<file path="src/rtl/mult_div_unit_if.sv">
// Request/result bundle between the issuing pipeline and the multiply/divide unit.
interface mult_div_unit_if;
    logic        start;
    logic [2:0]  op;
    logic [31:0] rs_data;
    logic [31:0] rt_data;
    logic        busy;
    logic        done;
    logic [31:0] hi;
    logic [31:0] lo;

    modport master (
        output start, op, rs_data, rt_data,
        input  busy, done, hi, lo
    );

    modport slave (
        input  start, op, rs_data, rt_data,
        output busy, done, hi, lo
    );
endinterface

</file>
<file path="src/rtl/mult_div_unit.sv">
// Iterative 32-bit MULT/MULTU/DIV/DIVU with HI/LO and MTHI/MTLO; divider present only with MDU_DIV_EN.
// Latency: 34 cycles start-to-result (done pulses the cycle after the FIX edge); MTHI/MTLO write in 1 cycle.
// Backpressure: none queued; start is sampled only in IDLE and dropped while busy.
module mult_div_unit (
    input  logic            clk,
    input  logic            reset,
    mult_div_unit_if.slave  bus
);
`ifdef MDU_DIV_EN
    typedef enum logic [1:0] {IDLE = 2'd0, MUL = 2'd1, DIV = 2'd2, FIX = 2'd3} state_t;
`else
    typedef enum logic [1:0] {IDLE = 2'd0, MUL = 2'd1, FIX = 2'd3} state_t;
`endif

    state_t      state;
    logic [4:0]  count;
    logic [31:0] mcand;      // multiplicand magnitude, or divisor magnitude
    logic [63:0] acc;        // mul: {partial, multiplier}; div: {remainder, quotient}
    logic        neg_res;    // product sign, or quotient sign
    logic [31:0] hi_q;
    logic [31:0] lo_q;
    logic        busy_q;
    logic        done_q;
`ifdef MDU_DIV_EN
    logic        is_div;
    logic        neg_rem;
    logic        div_zero;
`endif

    logic        signed_op;
    logic        a_neg;
    logic        b_neg;
    logic [31:0] a_abs;
    logic [31:0] b_abs;
    logic [32:0] mul_sum;
    logic [63:0] prod_fix;

    always_comb begin
        signed_op = (bus.op == 3'b000) || (bus.op == 3'b010);
        a_neg     = signed_op & bus.rs_data[31];
        b_neg     = signed_op & bus.rt_data[31];
        a_abs     = a_neg ? -bus.rs_data : bus.rs_data;
        b_abs     = b_neg ? -bus.rt_data : bus.rt_data;
        mul_sum   = {1'b0, acc[63:32]} + (acc[0] ? {1'b0, mcand} : 33'd0);
        prod_fix  = neg_res ? -acc : acc;
    end

`ifdef MDU_DIV_EN
    logic [32:0] div_shift;
    logic        div_ge;
    logic [31:0] div_rem;

    // Restoring step: the remainder stays below the divisor, so 32 bits of the difference suffice.
    always_comb begin
        div_shift = {acc[63:32], acc[31]};
        div_ge    = div_shift >= {1'b0, mcand};
        div_rem   = div_shift[31:0] - mcand;
    end
`endif

    always_ff @(posedge clk) begin
        if (reset) begin
            state   <= IDLE;
            count   <= 5'd0;
            mcand   <= 32'd0;
            acc     <= 64'd0;
            neg_res <= 1'b0;
            hi_q    <= 32'd0;
            lo_q    <= 32'd0;
            busy_q  <= 1'b0;
            done_q  <= 1'b0;
`ifdef MDU_DIV_EN
            is_div   <= 1'b0;
            neg_rem  <= 1'b0;
            div_zero <= 1'b0;
`endif
        end else begin
            done_q <= 1'b0;
            case (state)
                IDLE: begin
                    if (bus.start) begin
                        case (bus.op)
                            3'b000, 3'b001: begin
                                state   <= MUL;
                                busy_q  <= 1'b1;
                                count   <= 5'd0;
                                mcand   <= a_abs;
                                acc     <= {32'd0, b_abs};
                                neg_res <= a_neg ^ b_neg;
`ifdef MDU_DIV_EN
                                is_div  <= 1'b0;
`endif
                            end
`ifdef MDU_DIV_EN
                            3'b010, 3'b011: begin
                                state    <= DIV;
                                busy_q   <= 1'b1;
                                count    <= 5'd0;
                                mcand    <= b_abs;
                                acc      <= {32'd0, a_abs};
                                neg_res  <= a_neg ^ b_neg;
                                neg_rem  <= a_neg;
                                div_zero <= (bus.rt_data == 32'd0);
                                is_div   <= 1'b1;
                            end
`endif
                            3'b100:  hi_q <= bus.rs_data;
                            3'b101:  lo_q <= bus.rs_data;
                            default: ;
                        endcase
                    end
                end
                MUL: begin
                    acc   <= {mul_sum, acc[31:1]};
                    count <= count + 5'd1;
                    if (count == 5'd31) state <= FIX;
                end
`ifdef MDU_DIV_EN
                DIV: begin
                    acc   <= {(div_ge ? div_rem : div_shift[31:0]), acc[30:0], div_ge};
                    count <= count + 5'd1;
                    if (count == 5'd31) state <= FIX;
                end
`endif
                FIX: begin
                    state  <= IDLE;
                    busy_q <= 1'b0;
                    done_q <= 1'b1;
`ifdef MDU_DIV_EN
                    if (is_div) begin
                        // Divide-by-zero forces an all-ones quotient regardless of operand signs.
                        lo_q <= div_zero ? 32'hFFFF_FFFF : (neg_res ? -acc[31:0] : acc[31:0]);
                        hi_q <= neg_rem ? -acc[63:32] : acc[63:32];
                    end else begin
                        {hi_q, lo_q} <= prod_fix;
                    end
`else
                    {hi_q, lo_q} <= prod_fix;
`endif
                end
                default: state <= IDLE;
            endcase
        end
    end

    assign bus.busy = busy_q;
    assign bus.done = done_q;
    assign bus.hi   = hi_q;
    assign bus.lo   = lo_q;
endmodule

</file>
<file path="src/flat_wrapper.sv">
// flat-port wrapper written by rule: the top's interface ports become plain ports
module mult_div_unit_flat 
  (clk, reset, bus_start, bus_op, bus_rs_data, bus_rt_data, bus_busy, bus_done, bus_hi, bus_lo);
  mult_div_unit_if bus_i ();
  input  logic clk;
  input  logic reset;
  input wire logic [$bits(bus_i.start)-1:0] bus_start;
  input wire logic [$bits(bus_i.op)-1:0] bus_op;
  input wire logic [$bits(bus_i.rs_data)-1:0] bus_rs_data;
  input wire logic [$bits(bus_i.rt_data)-1:0] bus_rt_data;
  output wire logic [$bits(bus_i.busy)-1:0] bus_busy;
  output wire logic [$bits(bus_i.done)-1:0] bus_done;
  output wire logic [$bits(bus_i.hi)-1:0] bus_hi;
  output wire logic [$bits(bus_i.lo)-1:0] bus_lo;
  assign bus_i.start = bus_start;
  assign bus_i.op = bus_op;
  assign bus_i.rs_data = bus_rs_data;
  assign bus_i.rt_data = bus_rt_data;
  assign bus_busy = bus_i.busy;
  assign bus_done = bus_i.done;
  assign bus_hi = bus_i.hi;
  assign bus_lo = bus_i.lo;
  mult_div_unit u_core (.clk(clk), .reset(reset), .bus(bus_i));
endmodule
</file>
<file path="config.mk">
export PLATFORM = sky130hd
export DESIGN_NAME = mult_div_unit_flat
export DESIGN_NICKNAME = d
export VERILOG_FILES = /design/src/rtl/mult_div_unit_if.sv /design/src/rtl/mult_div_unit.sv /design/src/flat_wrapper.sv
export SDC_FILE = /design/constraint.sdc
export NUM_CORES = 1
export LEC_CHECK = 0
export CAP_MARGIN = 10
export CORE_ASPECT_RATIO = 1.1
export CORE_MARGIN = 1
export CORE_UTILIZATION = 60
export CTS_BUF_LIST = sky130_fd_sc_hd__clkbuf_8
export DETAILED_ROUTE_END_ITERATION = 10
export PLACE_DENSITY = 0.95
export SYNTH_ARGS = -nofsm -noshare
export SYNTH_HDL_FRONTEND = slang
export SYNTH_SLANG_ARGS = --single-unit
</file>
<file path="constraint.sdc">
create_clock -name clk -period 4.3 [get_ports clk]
set_clock_uncertainty 0.1 [all_clocks]
set_input_delay 0.43 -clock clk [delete_from_list [all_inputs] [get_ports clk]]
set_output_delay 0.43 -clock clk [all_outputs]
set_load 0.02 [all_outputs]
</file>
# Word-level counts from Yosys, hierarchy flattened
# Cells that the tools add are included.
[op_classes]
n_bitwise = 3
n_addsub = 5
mux = 24
n_eq_ne = 12
reduce_logical = 12
[ops]
columns = ["op", "count"]
rows = [
  ["2-to-1 mux 32 bit", 7],
  ["2-to-1 mux 64 bit", 3],
  ["one-hot mux 32 bit (2 select lines)", 2],
  ["one-hot mux 64 bit (2 select lines)", 1],
  ["negation 32 bit", 2],
  ["negation 64 bit", 1],
  ["adder 32 x 33 -> 33 bit", 1],
  ["AND reduction 3 bit", 6],
  ["2-to-1 mux 5 bit", 2],
  ["one-hot mux 5 bit (2 select lines)", 1],
  ["!= test 2 bit, second input constant", 4],
  ["equality test 3 bit, second input constant", 2],
  ["2-to-1 mux 2 bit", 3],
  ["adder 5 x 1 -> 5 bit, second input constant", 1],
  ["equality test 5 bit, second input constant", 1],
  ["one-hot mux 2 bit (2 select lines)", 1],
  ["nonzero test 2 bit", 2],
  ["equality test 3 x 1 -> 1 bit, second input constant", 1],
  ["equality test 3 x 2 -> 1 bit, second input constant", 1],
  ["zero test 3 bit", 1],
  ["2-to-1 mux 1 bit", 3],
  ["bitwise AND 1 bit", 2],
  ["equality test 2 x 1 -> 1 bit, second input constant", 1],
  ["equality test 2 bit, second input constant", 1],
  ["6 further kinds", 6],
]
[totals]
regBits = 170
wordCells = 65
in_bits = 70

# Depth between registers and ports, before layout
# Gate-level depths: netlist of the first run.
[depth]
depth_word = 7
depth_mapped = 14
mapped_depth_nobuf = 12

# Worst setup path after synthesis of the first run
# Ideal clock, no wire load.
[synth_path]
path_type = "reg2reg"
start = "register u_core.acc[0]"
end = "register u_core.acc[58]"
required_ns = 4.138
setup_time_ns = 0.062
synth_period_minus_slack_ns = 2.898
slack_ns = 1.402
arrival_time_ns = 2.736
path_stages_with_launch = 13
path_cell_list = "dfxtp_1 > clkbuf_1 > clkbuf_1 > and2_1 > ha_1 > clkbuf_1 > and3_1 > nand4_1 > o21ai_1 > a41oi_1 > and2_1 > or4_1 > nand3_1"
[synth_via]
elab_chain_cells = 3
[synth_rtl]
columns = ["item", "line", "text"]
rows = [
  ["start, declared", "mult_div_unit.sv:18", "logic [63:0] acc;"],
  ["start signal, assigned", "mult_div_unit.sv:88", "acc <= {32'd0, b_abs};"],
  ["start signal, assigned", "mult_div_unit.sv:114", "acc <= {mul_sum, acc[31:1]};"],
  ["2-to-1 mux 32 bit", "mult_div_unit.sv:44", "mul_sum = {1'b0, acc[63:32]} + (acc[0] ? {1'b0, mcand} : 33'd0);"],
  ["adder 32 x 33 -> 33 bit", "mult_div_unit.sv:44", ""],
  ["one-hot mux 64 bit (2 select lines)", "mult_div_unit.sv:79", "case (state)"],
]
# No other way between the ends.
# A chain may end at the register's enable or synchronous reset.

# Worst setup path after layout of the first run
[layout_path]
start = "register u_core.acc[0]"
end = "register u_core.hi_q[28], in the netlist u_core.bus.hi[28]"
[layout_via]
elab_chain_cells = 3
[layout_rtl]
columns = ["item", "line", "text"]
rows = [
  ["negation 64 bit", "mult_div_unit.sv:45", "prod_fix = neg_res ? -acc : acc;"],
  ["2-to-1 mux 64 bit", "mult_div_unit.sv:45", ""],
  ["one-hot mux 32 bit (2 select lines)", "mult_div_unit.sv:79", ""],
  ["end signal, assigned", "mult_div_unit.sv:107", "3'b100: hi_q <= bus.rs_data;"],
  ["end signal, assigned", "mult_div_unit.sv:138", "{hi_q, lo_q} <= prod_fix;"],
  ["end, declared", "mult_div_unit.sv:20", "logic [31:0] hi_q;"],
]
# No other way between the ends.

==> impl_metrics.env, run 1 <==
export IMPL_outcome="finished clean"
export IMPL_grt_max_degree=69
export IMPL_max_cap_violations=0
export IMPL_track_usage_pct=36.4
export IMPL_synth_seq_area_share_pct=30.7
export IMPL_viasPerCell=6.61
export IMPL_die_h_um=145
export IMPL_start_kind="flop"
export IMPL_grtUsageMet1_pct=43.5
export IMPL_grt_pass1_vias=10800
export IMPL_routabilityCongestion=0.944
export IMPL_irDropWorstVdd_v=0.000196
export IMPL_critPathKind="reg2reg"
export IMPL_synth_nets=1495
export IMPL_dp_hpwl_um=25300
export IMPL_n_antenna_cell=0
export IMPL_synth_area_per_cell_sq_um=7.99
export IMPL_wl_per_cell_um=20.2
export IMPL_max_freq_ghz=0.278
export IMPL_setup_violations=0
export IMPL_grt_busiest_layer="met2"
export IMPL_yosysUniqueCellTypes=64
export IMPL_power_density_nw_per_um2=273
export IMPL_antenna_found_initial=0
export IMPL_post_cts_buffers=0
export IMPL_syn_inst=1387
export IMPL_syn_cell_area_sq_um=11100
export IMPL_drive_above_1_share_pct=5.50
export IMPL_fin_tns_setup_ns=0
export IMPL_met3_usage_pct=7.01
export IMPL_ant_nets=0
export IMPL_clk_latency_ns=0.49
export IMPL_synth_async_reset_ratio_pct=0
export IMPL_cts_buffers=17
export IMPL_drc=0
export IMPL_stdcell_area_sq_um=12900
export IMPL_die_area_sq_um=19000
export IMPL_cts_repair_resized=0
export IMPL_first_pass_iters=6
export IMPL_fin_ws_ns=0.702
export IMPL_drt_iter0_drc=1246
export IMPL_rows=51
export IMPL_synth_top_area_share_pct=30.7
export IMPL_h_tree_depth=4
export IMPL_clkSinkCount=170
export IMPL_fin_crit_ns=3.60
export IMPL_nets=1567
export IMPL_hold_path_class="in2reg"
export IMPL_yosysWarnings=0
export IMPL_power_total_uw=3510
export IMPL_n_fill_cell=1335
export IMPL_clk_transition_reported_paths_ns=0.10
export IMPL_holdWs_ns=0.254
export IMPL_synthTopCellsByCount="dfxtp_1 (170), nor2_1 (143), nand2_1 (116)"
export IMPL_synth_edf_count=0
export IMPL_crit_arrival_ns=3.84
export IMPL_hold_viol_final=0
export IMPL_io_buffers=135
export IMPL_io_pins=136
export IMPL_dp_slack_ns=0.775
export IMPL_synthMostInstantiatedCell="dfxtp_1"
export IMPL_grt_util_met2_pct=60.9
export IMPL_cts_buffer_depth=2
export IMPL_area_delta_synth_final_pct=16.2
export IMPL_synth_flop_cell="dfxtp_1"
export IMPL_root_buffer="clkbuf_8"
export IMPL_grt_pass1_wl_um=54800
export IMPL_tightest_slew_ns=1.05
export IMPL_endpoint_kind="flop"
export IMPL_synthTopCellsByArea="dfxtp_1 (31%), xor2_1 (5.9%), mux2i_1 (5.4%), xnor2_1 (5.4%), nor2_1 (4.8%)"
export IMPL_yosysTopAreaCell="dfxtp_1"
export IMPL_min_period_over_period_pct=83.7
export IMPL_die_x_um=132
export IMPL_ys_seq_elements=170
export IMPL_cp_max_fo=23
export IMPL_p_leak_uw=0.00511
export IMPL_rsz0062_at_grt="no"
export IMPL_slew_violations=0
export IMPL_cts_tree="built"
export IMPL_place_area_sq_um=12500
export IMPL_via_count=11300
export IMPL_coreArea_sq_um=17900
export IMPL_overflow=0
export IMPL_worstPathRequired_ns=4.54
export IMPL_initial_core_util_pct=62.0
export IMPL_cts_hold_buf=0
export IMPL_wl_um=34500
export IMPL_relSlewSlack_pct=30.0
placed cells by master (no fill, tap or decap), drive strengths merged, types with 7 or more instances in the layout:
master	instances
a22oi	15
o41ai	13
buf	19
inv	33
a21o	15
nand2b	10
nand2	116
mux2i	60
or4	12
nand3	16
and2	37
dfxtp	170
o221ai	24
a21oi	94
xnor2	68
o211ai	7
nor3	28
clkdlybuf4s50	134
o21ai	77
nor4	14
o31ai	27
ha	37
or2	8
a31oi	12
or3	15
xor2	75
nor2	143
clkinv	7
o22ai	39
clkbuf	17
and3	13
a211oi	51
nand4	21
worst max-delay path: stages, from the launching register on:
cell and delay [ns]:
dfxtp_1 0.57, inv_1 0.15, ha_1 0.33, inv_1 0.14, nor4_1 0.39, nand4_1 0.34
nand2b_1 0.42, or2_1 0.44, o21ai_1 0.24, xor2_1 0.23, o22ai_1 0.11
stage by stage:
stage	cells	utilization, %
global route	1710	72.1
detailed placement	1678	69.9
CTS	1710	72.1
floorplan	1387	-
finish	1710	72.1
global placement	1678	69.9
per-layer routing:
metal / part of all wire, % / vias to the layer above / routed length (um)
met5: 0 / - / 0
met4: 5.1 / 0 / 1760
met3: 8.9 / 153 / 3070
met2: 47 / 676 / 16200
met1: 39 / 5296 / 13500
li1: - / 5178 / -
power breakdown:
| part | total, uW | switching, uW | internal, uW |
|---|---|---|---|
| clock | 1130 | 696 | 434 |
| combinational | 677 | 409 | 267 |
| sequential | 1710 | 70.5 | 1640 |
| total | 3510 | 1180 | 2340 |
flip-flops by register name, indices dropped and copies added, names as in the netlist:
name             count
u_core.state         2
u_core.bus.busy      1
u_core.mcand        32
u_core.neg_res       1
u_core.bus.hi       32
u_core.acc          64
u_core.bus.lo       32
u_core.count         5
u_core.bus.done      1
logic make-up (layout without fill, tap and decap cells):
logic type,Yosys count,in the layout,synth area share (%)
DFF,170,170,30.7
xor gates and xnor gates,143,143,11.3
buffers and inverters,127,212,4.45
adders and majority gates,38,38,4.36
and+or+nand+nor,447,447,19.9
muxes,60,60,5.42
AOI/OAI and AO/OA,402,402,23.9
worst paths after layout:
path              startpoint           endpoint  slack, ns  cells after the start
min reg2reg  u_core.mcand[0]    u_core.mcand[0]       0.38                      2
max            u_core.acc[0]  u_core.bus.hi[28]       0.70                     10
min                    reset     u_core.acc[20]       0.25                      2
max reg2reg    u_core.acc[0]  u_core.bus.hi[28]       0.70                     10
area by class of cell:
class / count / area, sq um / share of cell area, %
Timing Repair Buffer: 153 / 1480 / 11.5
Clock buffer: 17 / 234 / 1.82
Inverter: 27 / 101 / 0.787
Clock inverter: 15 / 158 / 1.22
Multi-Input combinational cell: 1090 / 7200 / 55.9
Tap cell: 238 / 298 / 2.31
Sequential cell: 170 / 3400 / 26.4
(Power assumes the default switching activity.)
==> run 2: changes to the inputs <==
--- a/config.mk
+++ b/config.mk
@@ -8,10 +8,10 @@
 export CAP_MARGIN = 10
 export CORE_ASPECT_RATIO = 1.1
 export CORE_MARGIN = 1
-export CORE_UTILIZATION = 60
+export CORE_UTILIZATION = 53
 export CTS_BUF_LIST = sky130_fd_sc_hd__clkbuf_8
 export DETAILED_ROUTE_END_ITERATION = 10
-export PLACE_DENSITY = 0.95
+export PLACE_DENSITY = 0.9
 export SYNTH_ARGS = -nofsm -noshare
 export SYNTH_HDL_FRONTEND = slang
 export SYNTH_SLANG_ARGS = --single-unit
==> constraint.sdc (replaced) <==
create_clock -name clk -period 3.06 [get_ports clk]
set_clock_uncertainty 0.1 [all_clocks]
set_input_delay 0.306 -clock clk [delete_from_list [all_inputs] [get_ports clk]]
set_output_delay 0.306 -clock clk [all_outputs]
set_load 0.02 [all_outputs]
==> run 2 against run 1 <==
Clock-buffer cell count up 1. Via count up 2.5%. Global-route usage fell by 3.5 points. Non-clock buffer count increased by 83. Fmax increased by 19%. Combinational power is 57% higher. Final area up 5.8%. Register-to-register slack worse by 0.66 ns. Critical path type unchanged. Critical endpoint is now u_core.bus.hi[23].
==> impl_metrics.env, run 2 (synthesis gave the netlist of run 1 again) <==
export IMPL_via_count=11600
export IMPL_track_usage_pct=32.9
export IMPL_min_period_over_period_pct=98.6
export IMPL_drc=0
export IMPL_hold_viol_final=0
export IMPL_root_buffer="clkbuf_8"
export IMPL_area_delta_synth_final_pct=23.0
export IMPL_nets=1650
export IMPL_max_cap_violations=0
export IMPL_largest_reg_flops=64
export IMPL_irDropWorstVdd_v=0.000274
export IMPL_rrSetupSlack_ns=0.04
export IMPL_coreArea_sq_um=20500
export IMPL_cp_cell_sequence="or4_1, nor4_1, nand4_1, nand2b_4, or2_4, o31ai_2, xor2_1, o22ai_1"
export IMPL_overflow=0
export IMPL_dp_hpwl_um=26500
export IMPL_first_pass_iters=5
export IMPL_power_density_nw_per_um2=382
export IMPL_multi_input_area_sq_um=7250
export IMPL_io_buffers=135
export IMPL_die_h_um=154
export IMPL_critPathKind="reg2reg"
export IMPL_cts_buffers=17
export IMPL_worstHoldPathCells=2
export IMPL_die_x_um=140
export IMPL_critPathMaxStageDelay_ns=0.62
export IMPL_grt_max_degree=42
export IMPL_setup_violations=0
export IMPL_routabilityCongestion=1.04
export IMPL_grt_pass1_vias=10900
export IMPL_clk_latency_ns=0.48
export IMPL_io_pins=136
export IMPL_grt_util_met2_pct=54.7
export IMPL_clk_transition_reported_paths_ns=0.09
export IMPL_cts_hold_buf=0
export IMPL_stdcell_area_sq_um=13600
export IMPL_die_area_sq_um=21500
export IMPL_drive_above_1_share_pct=11.0
export IMPL_ant_nets=0
export IMPL_ff2ff_path_depth=8
export IMPL_grtUsageMet1_pct=40.6
export IMPL_start_kind="flop"
export IMPL_n_antenna_cell=0
export IMPL_relSlewSlack_pct=23.2
export IMPL_met3_usage_pct=5.20
export IMPL_timing_rr_start="u_core.acc[17]"
export IMPL_n_fill_cell=1589
export IMPL_hold_path_startpoint="reset"
export IMPL_clkSinkCount=170
export IMPL_endpoint_kind="flop"
export IMPL_slowest_stage="or4_1"
export IMPL_grt_pass1_wl_um=56400
export IMPL_grt_busiest_layer="met2"
export IMPL_place_area_sq_um=13100
export IMPL_tightest_slew_ns=1.15
export IMPL_mostFrequentLayoutCell="dfxtp_1"
export IMPL_worstPathRequired_ns=3.26
export IMPL_max_freq_ghz=0.331
export IMPL_h_tree_depth=4
export IMPL_crit_start="u_core.acc[17]"
export IMPL_reg2reg_to="u_core.bus.hi[23]"
export IMPL_hold_path_class="in2reg"
export IMPL_cp_max_fo=7
export IMPL_viasPerCell=6.40
export IMPL_cts_buffer_depth=2
export IMPL_rsz0062_at_grt="yes"
export IMPL_antenna_found_initial=0
export IMPL_cts_tree="built"
export IMPL_drt_iter0_drc=1192
export IMPL_initial_core_util_pct=54.1
export IMPL_hold_path_endpoint="u_core.acc[16]"
export IMPL_rows=55
export IMPL_wl_per_cell_um=19.8
export IMPL_p_leak_uw=0.00555
export IMPL_final_cell_mix="dfxtp_1 (168), nor2_1 (141), clkdlybuf4s50_1 (134), nand2_1 (116), buf_4 (100)"
export IMPL_slew_violations=0
export IMPL_crit_arrival_ns=3.22
export IMPL_wl_um=35700
export IMPL_outcome="finished clean"
export IMPL_power_total_uw=5210
export IMPL_max_flop_register="u_core.acc"
export IMPL_fin_crit_ns=3.02
export IMPL_seq_area_sq_um=3410
run 2: changes by cell type in the layout (fill, tap and decap cells not counted), sizes merged:
cell,before,now
inv,33,28
bufinv,0,4
buf,19,102
clkinv,7,5
clkbuf,17,18
run 2: area by class of cell:
class | count | share of cell area (%)
flip-flops and latches | 170 | 25.0
clock buffers | 18 | 1.82
multi-input cells | 1090 | 53.2
well taps | 256 | 2.35
clock inverters | 12 | 1.28
repair buffers | 236 | 15.6
inverters | 27 | 0.743
run 2: critical path: cells and delay by family (launching register included):
| family | cells | cell delay [ns] |
|---|---|---|
| and+or+nand+nor | 5 | 1.73 |
| xor gates and xnor gates | 1 | 0.27 |
| DFF | 1 | 0.37 |
| AOI/OAI and AO/OA | 2 | 0.37 |
run 2: power by group:
part	internal [uW]	leakage (uW)	switching, uW
Sequential	2300	0.00138	90.7
Combinational	452	0.00395	606
Clock	900	0.000212	857
Total	3650	0.00555	1550
run 2: metal layers:
metal,vias up,wire length [um]
met5,-,0
met4,0,1980
met3,154,3330
met2,696,16800
met1,5371,13600
li1,5362,-
run 2: worst max-delay path by stage:
stage,endpoint,slack (ns),cells past startpoint
6_report,u_core.bus.hi[23],0.04,8
5_1_grt,u_core.bus.hi[23],-0.10,8
4_1_cts,u_core.acc[54],0.01,12
3_5_place_dp,u_core.mcand[27],-0.09,9
3_3_place_gp,u_core.mcand[25],-0.02,10
2_1_floorplan,u_core.acc[58],0.16,12
run 2: metrics by stage:
step | hold WS [ns] | setup TNS, ns | utilization, % | std cells | setup WS (ns)
final | 0.125 | 0 | 66.5 | 1809 | 0.0431
after global routing | 0.126 | -0.421 | 66.5 | 1809 | -0.103
after CTS | 0.113 | 0 | 66.3 | 1809 | 0.0136
after detailed placement | 0.351 | -0.333 | 64.1 | 1777 | -0.0926
after global placement | 0.343 | -0.0168 | 64.1 | 1777 | -0.0168
after floorplan | 0.332 | 0 | - | 1387 | 0.162
run 2: timing repair:
| item | in CTS | in global routing |
|---|---|---|
| setup buffers | 2 | 0 |
| endpoints found under the setup margin | 3 | 28 |
| gates resized for setup | 2 | 13 |
| pin swaps | 1 | 0 |
==> RTL edit 1: new RTL, config.mk and constraints of run 1 <==
Re-encode `state_t` (3 states) as one-hot, 3 bits wide.
--- a/src/rtl/mult_div_unit.sv
+++ b/src/rtl/mult_div_unit.sv
@@ -11,3 +11,3 @@
 `else
-    typedef enum logic [1:0] {IDLE = 2'd0, MUL = 2'd1, FIX = 2'd3} state_t;
+    typedef enum logic [2:0] {IDLE = 3'b001, MUL = 3'b010, FIX = 3'b100} state_t;
 `endif
Behaviour: no difference found for any inputs over 4 cycles, from zero or initial values and one cycle with reset high; so few cycles prove little.
==> RTL edit 1 against run 1 <==
  * Synthesized area increased by 2.2%
  * Cell count increased by 5.9%
  * Total power increased by 5.1%
  * Global-route usage increased by 4.9 points
  * Routed wire length increased by 19%
  * Combinational power decreased by 9.7%
  * Design area increased by 2.9%
  * Non-clock buffer count increased by 1
  * Sequential cell count increased by 1
  * Clock power increased by 24%
  * Setup slack got worse by 0.22 ns
  * Critical endpoint is now u_core.acc[59]$_SDFFE_PP0P_
  * Highest routed layer unchanged
==> RTL edit 1: results (changes against run 1) <==
** Timing
- The worst slew slack as a fraction of its limit came to 0.358 (+0.0582).

** Synth
- Synth Area in XOR/XNOR :: 0.101 (-0.0117)
- Adder-cell area share of the yosys netlist :: 0.0426 (-0.000952)
- The share of the synthesized area in compound gates (AO/OA/AOI/OAI) was 0.266 (+0.0263).
- Sequential area share after synthesis :: 0.302 (-0.00494)
- In the synthesized netlist, the cells that appear most often are sky130_fd_sc_hd__nor2_1 (176), sky130_fd_sc_hd__dfxtp_1 (171), sky130_fd_sc_hd__nand2_1 (153), sky130_fd_sc_hd__a21oi_1 (106), sky130_fd_sc_hd__clkbuf_1 (91).
- Share of synthesized area spent on multiplexers :: 0.0107 (-0.0435)
- Cell types occupying the most area after synthesis :: sky130_fd_sc_hd__dfxtp_1 (30%), sky130_fd_sc_hd__nor2_1 (5.8%), sky130_fd_sc_hd__xor2_1 (5.5%), sky130_fd_sc_hd__nand2_1 (5.1%), sky130_fd_sc_hd__a21oi_1 (4.7%)
- Number of library cell types mapped by synthesis :: 68 (+6.3%)
- The synthesized netlist cell count came to 1,481 (+6.8%).

** Placement
- HPWL after detailed placement :: 29.7 mm (+17%)
- The final estimated routing congestion in global placement is 1.06 (+12%).
- The number of cells after detailed placement came to 1,778 (+6.0%).
- The cell area reported after detailed placement came to 12,800 µm² (+2.2%).

** Setup path
- The reg-to-reg setup timing slack came to 0.49 ns (-0.22 ns).
- The endpoint identified for the worst register-to-register timing path is u_core.acc[59]$_SDFFE_PP0P_.
- Critical-path maximum fanout :: 24 (+4.3%)
- The largest incremental delay on the critical path came to 0.91 ns (+0.34 ns).
- R2R cell count :: 11 (+1)

** Finish
- The layout cell share with drive strength beyond 1 came to 0.0517 (-0.00337).
- Final Net Count :: 1,663 (+6.1%)
- Fill cells :: 1,419 (+6.3%)

** Min path
- The startpoint identified for the worst hold timing path is u_core.bus.lo[22]$_SDFFE_PP0P_.
- For hold timing, the worst endpoint is u_core.bus.lo[22]$_SDFFE_PP0P_.

** Global routing
- Antenna violations before repair :: 1 (+1)
- The global-route wire length before repair was 62.2 mm (+13%).
- Largest net degree at the start of global routing :: 64 (-7.2%)
- Via count of the first global-routing pass :: 11,600 (+6.7%)
- GRT Resource Usage Total :: 0.413 (+0.0487)

** Route
- Initial DRT Pass Iterations :: 7 (+1)
- The violation count after the first detailed-routing iteration was 1,781 (+43%).
- The overall routed net length came to 41.1 mm (+19%).

** Power
- Leakage power figure :: 4.91 nW (-4.0%)
- The maximum resistive drop on vdd was 210 µV (+7.1%).

** Status
- Outcome :: finished clean
==> RTL edit 1: area by class of cell <==
cell class	instances	area [µm²]	area share
Multi-Input combinational cell	1184	7450	0.562
Timing Repair Buffer	154	1500	0.113
Clock buffer	18	248	0.0187
Inverter	27	101	0.00765
Tap cell	243	304	0.0229
Sequential cell	171	3420	0.258
Clock inverter	14	229	0.0173
==> RTL edit 1: worst max-delay path by stage <==
| stage | slack, ns | start | endpoint | cells after the start |
|---|---|---|---|---|
| floorplan | 1.22 | u_core.acc[0]$_SDFFE_PP0P_ | u_core.acc[56]$_SDFFE_PP0P_ | 13 |
| global placement | 0.77 | u_core.acc[0]$_SDFFE_PP0P_ | u_core.acc[59]$_SDFFE_PP0P_ | 11 |
| detailed placement | 0.60 | u_core.acc[0]$_SDFFE_PP0P_ | u_core.acc[59]$_SDFFE_PP0P_ | 11 |
| CTS | 0.55 | u_core.acc[0]$_SDFFE_PP0P_ | u_core.acc[59]$_SDFFE_PP0P_ | 11 |
| global route | 0.28 | u_core.acc[0]$_SDFFE_PP0P_ | u_core.acc[59]$_SDFFE_PP0P_ | 11 |
| finish | 0.49 | u_core.acc[0]$_SDFFE_PP0P_ | u_core.acc[59]$_SDFFE_PP0P_ | 11 |
==> RTL edit 1: cells by family (layout without fill, tap and decap cells) <==
family                   count (synthesis)  after routing
adder cells (fa/ha/maj)                 38             38
multiplexers                            12             12
AO/OA/AOI/OAI                          450            450
buffers and inverters                  126            213
AND/OR/NAND/NOR                        553            553
XOR/XNOR                               131            131
flip-flops                             171            171
==> RTL edit 1: per-stage QoR <==
step | util | hold WS, ns | setup WS (ns)
3_5_place_dp | 0.691 | 0.353 | 0.596
3_3_place_gp | 0.691 | 0.341 | 0.774
2_1_floorplan | - | 0.332 | 1.22
6_report | 0.717 | 0.368 | 0.485
4_1_cts | 0.717 | 0.349 | 0.550
5_1_grt | 0.717 | 0.361 | 0.280
==> RTL edit 1: routing by layer <==
metal | vias up | track usage | routed length (µm)
met2 | 970 | 0.659 | 18700
met5 | - | 0 | 0
met4 | 0 | 0.324 | 3520
li1 | 5574 | - | -
met1 | 5779 | 0.466 | 14400
met3 | 282 | 0.112 | 4590
==> RTL edit 1: where the power goes <==
part           total [W]  internal (W)  switching, W
sequential       0.00168       0.00163     0.0000543
clock            0.00140      0.000724      0.000677
combinational   0.000611      0.000232      0.000380
==> RTL edit 1: worst max-delay path, delay by kind of cell, from the launching register on <==
kind | cells | cell delay (ns)
simple gates | 2 | 0.41
fa+ha+maj | 2 | 0.58
flops | 1 | 0.91
compound gates | 6 | 1.65
buf+inv | 1 | 0.06
==> RTL edit 2: new RTL, flow settings as in run 1 <==
Made on the original files. Add a define of `MDU_DIV_EN`.
--- a/src/rtl/mult_div_unit.sv
+++ b/src/rtl/mult_div_unit.sv
@@ -3,2 +3,4 @@
 // Backpressure: none queued; start is sampled only in IDLE and dropped while busy.
+`define MDU_DIV_EN
+
 module mult_div_unit (
Check against the original RTL: not equivalent (Yosys sat finds a counterexample within 4 cycles, from zero or initial values and one cycle with reset high).
==> RTL edit 2 against run 1 <==
  * Design area up 33%
  * Largest power group is now combinational cells
  * Synthesized area up 36%
  * Routed wire length up 66%
  * Non-clock buffer count rose by 50
  * Highest routed layer unchanged
  * Critical endpoint is now u_core.acc[58]$_SDFFE_PP0P_
  * Total power is 120% higher
  * Setup slack worse by 0.13 ns
  * Fmax down 3.4%
  * Sequential cell count grew 3
==> RTL edit 2: results (changes against run 1) <==
** Status
- Outcome :: finished clean

** Synth
- Sequential area share after synthesis :: 0.230 (-0.0767)
- The area share of fa/ha/maj cells after synthesis came to 0.0642 (+0.0207).
- Cell types occupying the most area after synthesis :: sky130_fd_sc_hd__dfxtp_1 (23%), sky130_fd_sc_hd__a21oi_1 (7.7%), sky130_fd_sc_hd__ha_1 (6.2%), sky130_fd_sc_hd__nand2_1 (6.1%), sky130_fd_sc_hd__nor2_1 (5.6%)
- Fraction of the mapped netlist area in compound gates :: 0.299 (+0.0601)
- Number of cells produced by synthesis :: 2,081 (+50%)

** Route
- Detail-routed net length per standard cell :: 23.2 µm (+15%)
- The wire length on met2 was 26.2 mm (+62%).
- The detail-routed via count per cell came to 6.82 (+3.1%).
- First DRT Iteration DRCs :: 2,012 (+61%)

** Global routing
- The global routing met2 resource utilization is 0.721 (+0.113).
- The global routing usage on met1 is 0.536 (+0.101).

** Finish
- Clock network area share :: 0.0219 (-0.00852)
- The multi-input combinational cell count is 1,685 (+55%).
- The layout cell share with drive strength beyond 1 was 0.0694 (+0.0144).
- Multi-input combinational area share :: 0.628 (+0.0693)
- The filler cell count in the final layout is 2,090 (+57%).

** Power
- The net switching power figure was 0.00378 W (+220%).
- Final total power :: 0.00760 W (+120%)
- Worst vdd rail ir drop :: 678 µV (+250%)
- The power share of the combinational group is 0.547 (+0.354).

** Placement
- RePlAce Congestion :: 1.04 (+10%)
- The worst setup slack before clock tree synthesis came to 0.683 ns (-0.0920 ns).

** Setup path
- Worst R2R Setup Slack :: 0.57 ns (-0.13 ns)
- The largest incremental delay on the critical path was 0.65 ns (+0.08 ns).
- Worst path arrival time :: 3.99 ns (+0.15 ns)
- The depth of the worst register-to-register path came to 11 (+1).
- The startpoint identified for the worst register-to-register timing path is u_core.acc[32]$_SDFFE_PP0P_.
- On the critical path the largest part of the delay comes from compound AO/OA/AOI/OAI gates.

** Min path
- The tightest min-delay check is of the reg2reg type.
- Worst min-delay path endpoint :: u_core.mcand[11]$_SDFFE_PP0P_
## RTL edit 2: cell types whose count changed after synthesis, sizes merged, moves of 36 or more
cell | before | now
a21oi | 94 | 233
clkbuf | 90 | 126
ha | 37 | 74
inv | 26 | 68
nand2 | 116 | 243
nor2 | 143 | 225
o21ai | 77 | 115
o22ai | 39 | 3
## RTL edit 2: worst max-delay path by stage
stage / from / endpoint / slack, ns
after floorplan: u_core.acc[0]$_SDFFE_PP0P_ / u_core.acc[59]$_SDFFE_PP0P_ / 1.18
after global placement: bus_rs_data[10] / u_core.acc[23]$_SDFFE_PP0P_ / 0.72
after detailed placement: bus_rs_data[0] / u_core.acc[18]$_SDFFE_PP0P_ / 0.68
after CTS: u_core.acc[32]$_SDFFE_PP0P_ / u_core.acc[58]$_SDFFE_PP0P_ / 0.67
after global routing: u_core.acc[32]$_SDFFE_PP0P_ / u_core.acc[58]$_SDFFE_PP0P_ / 0.31
final: u_core.acc[32]$_SDFFE_PP0P_ / u_core.acc[58]$_SDFFE_PP0P_ / 0.57
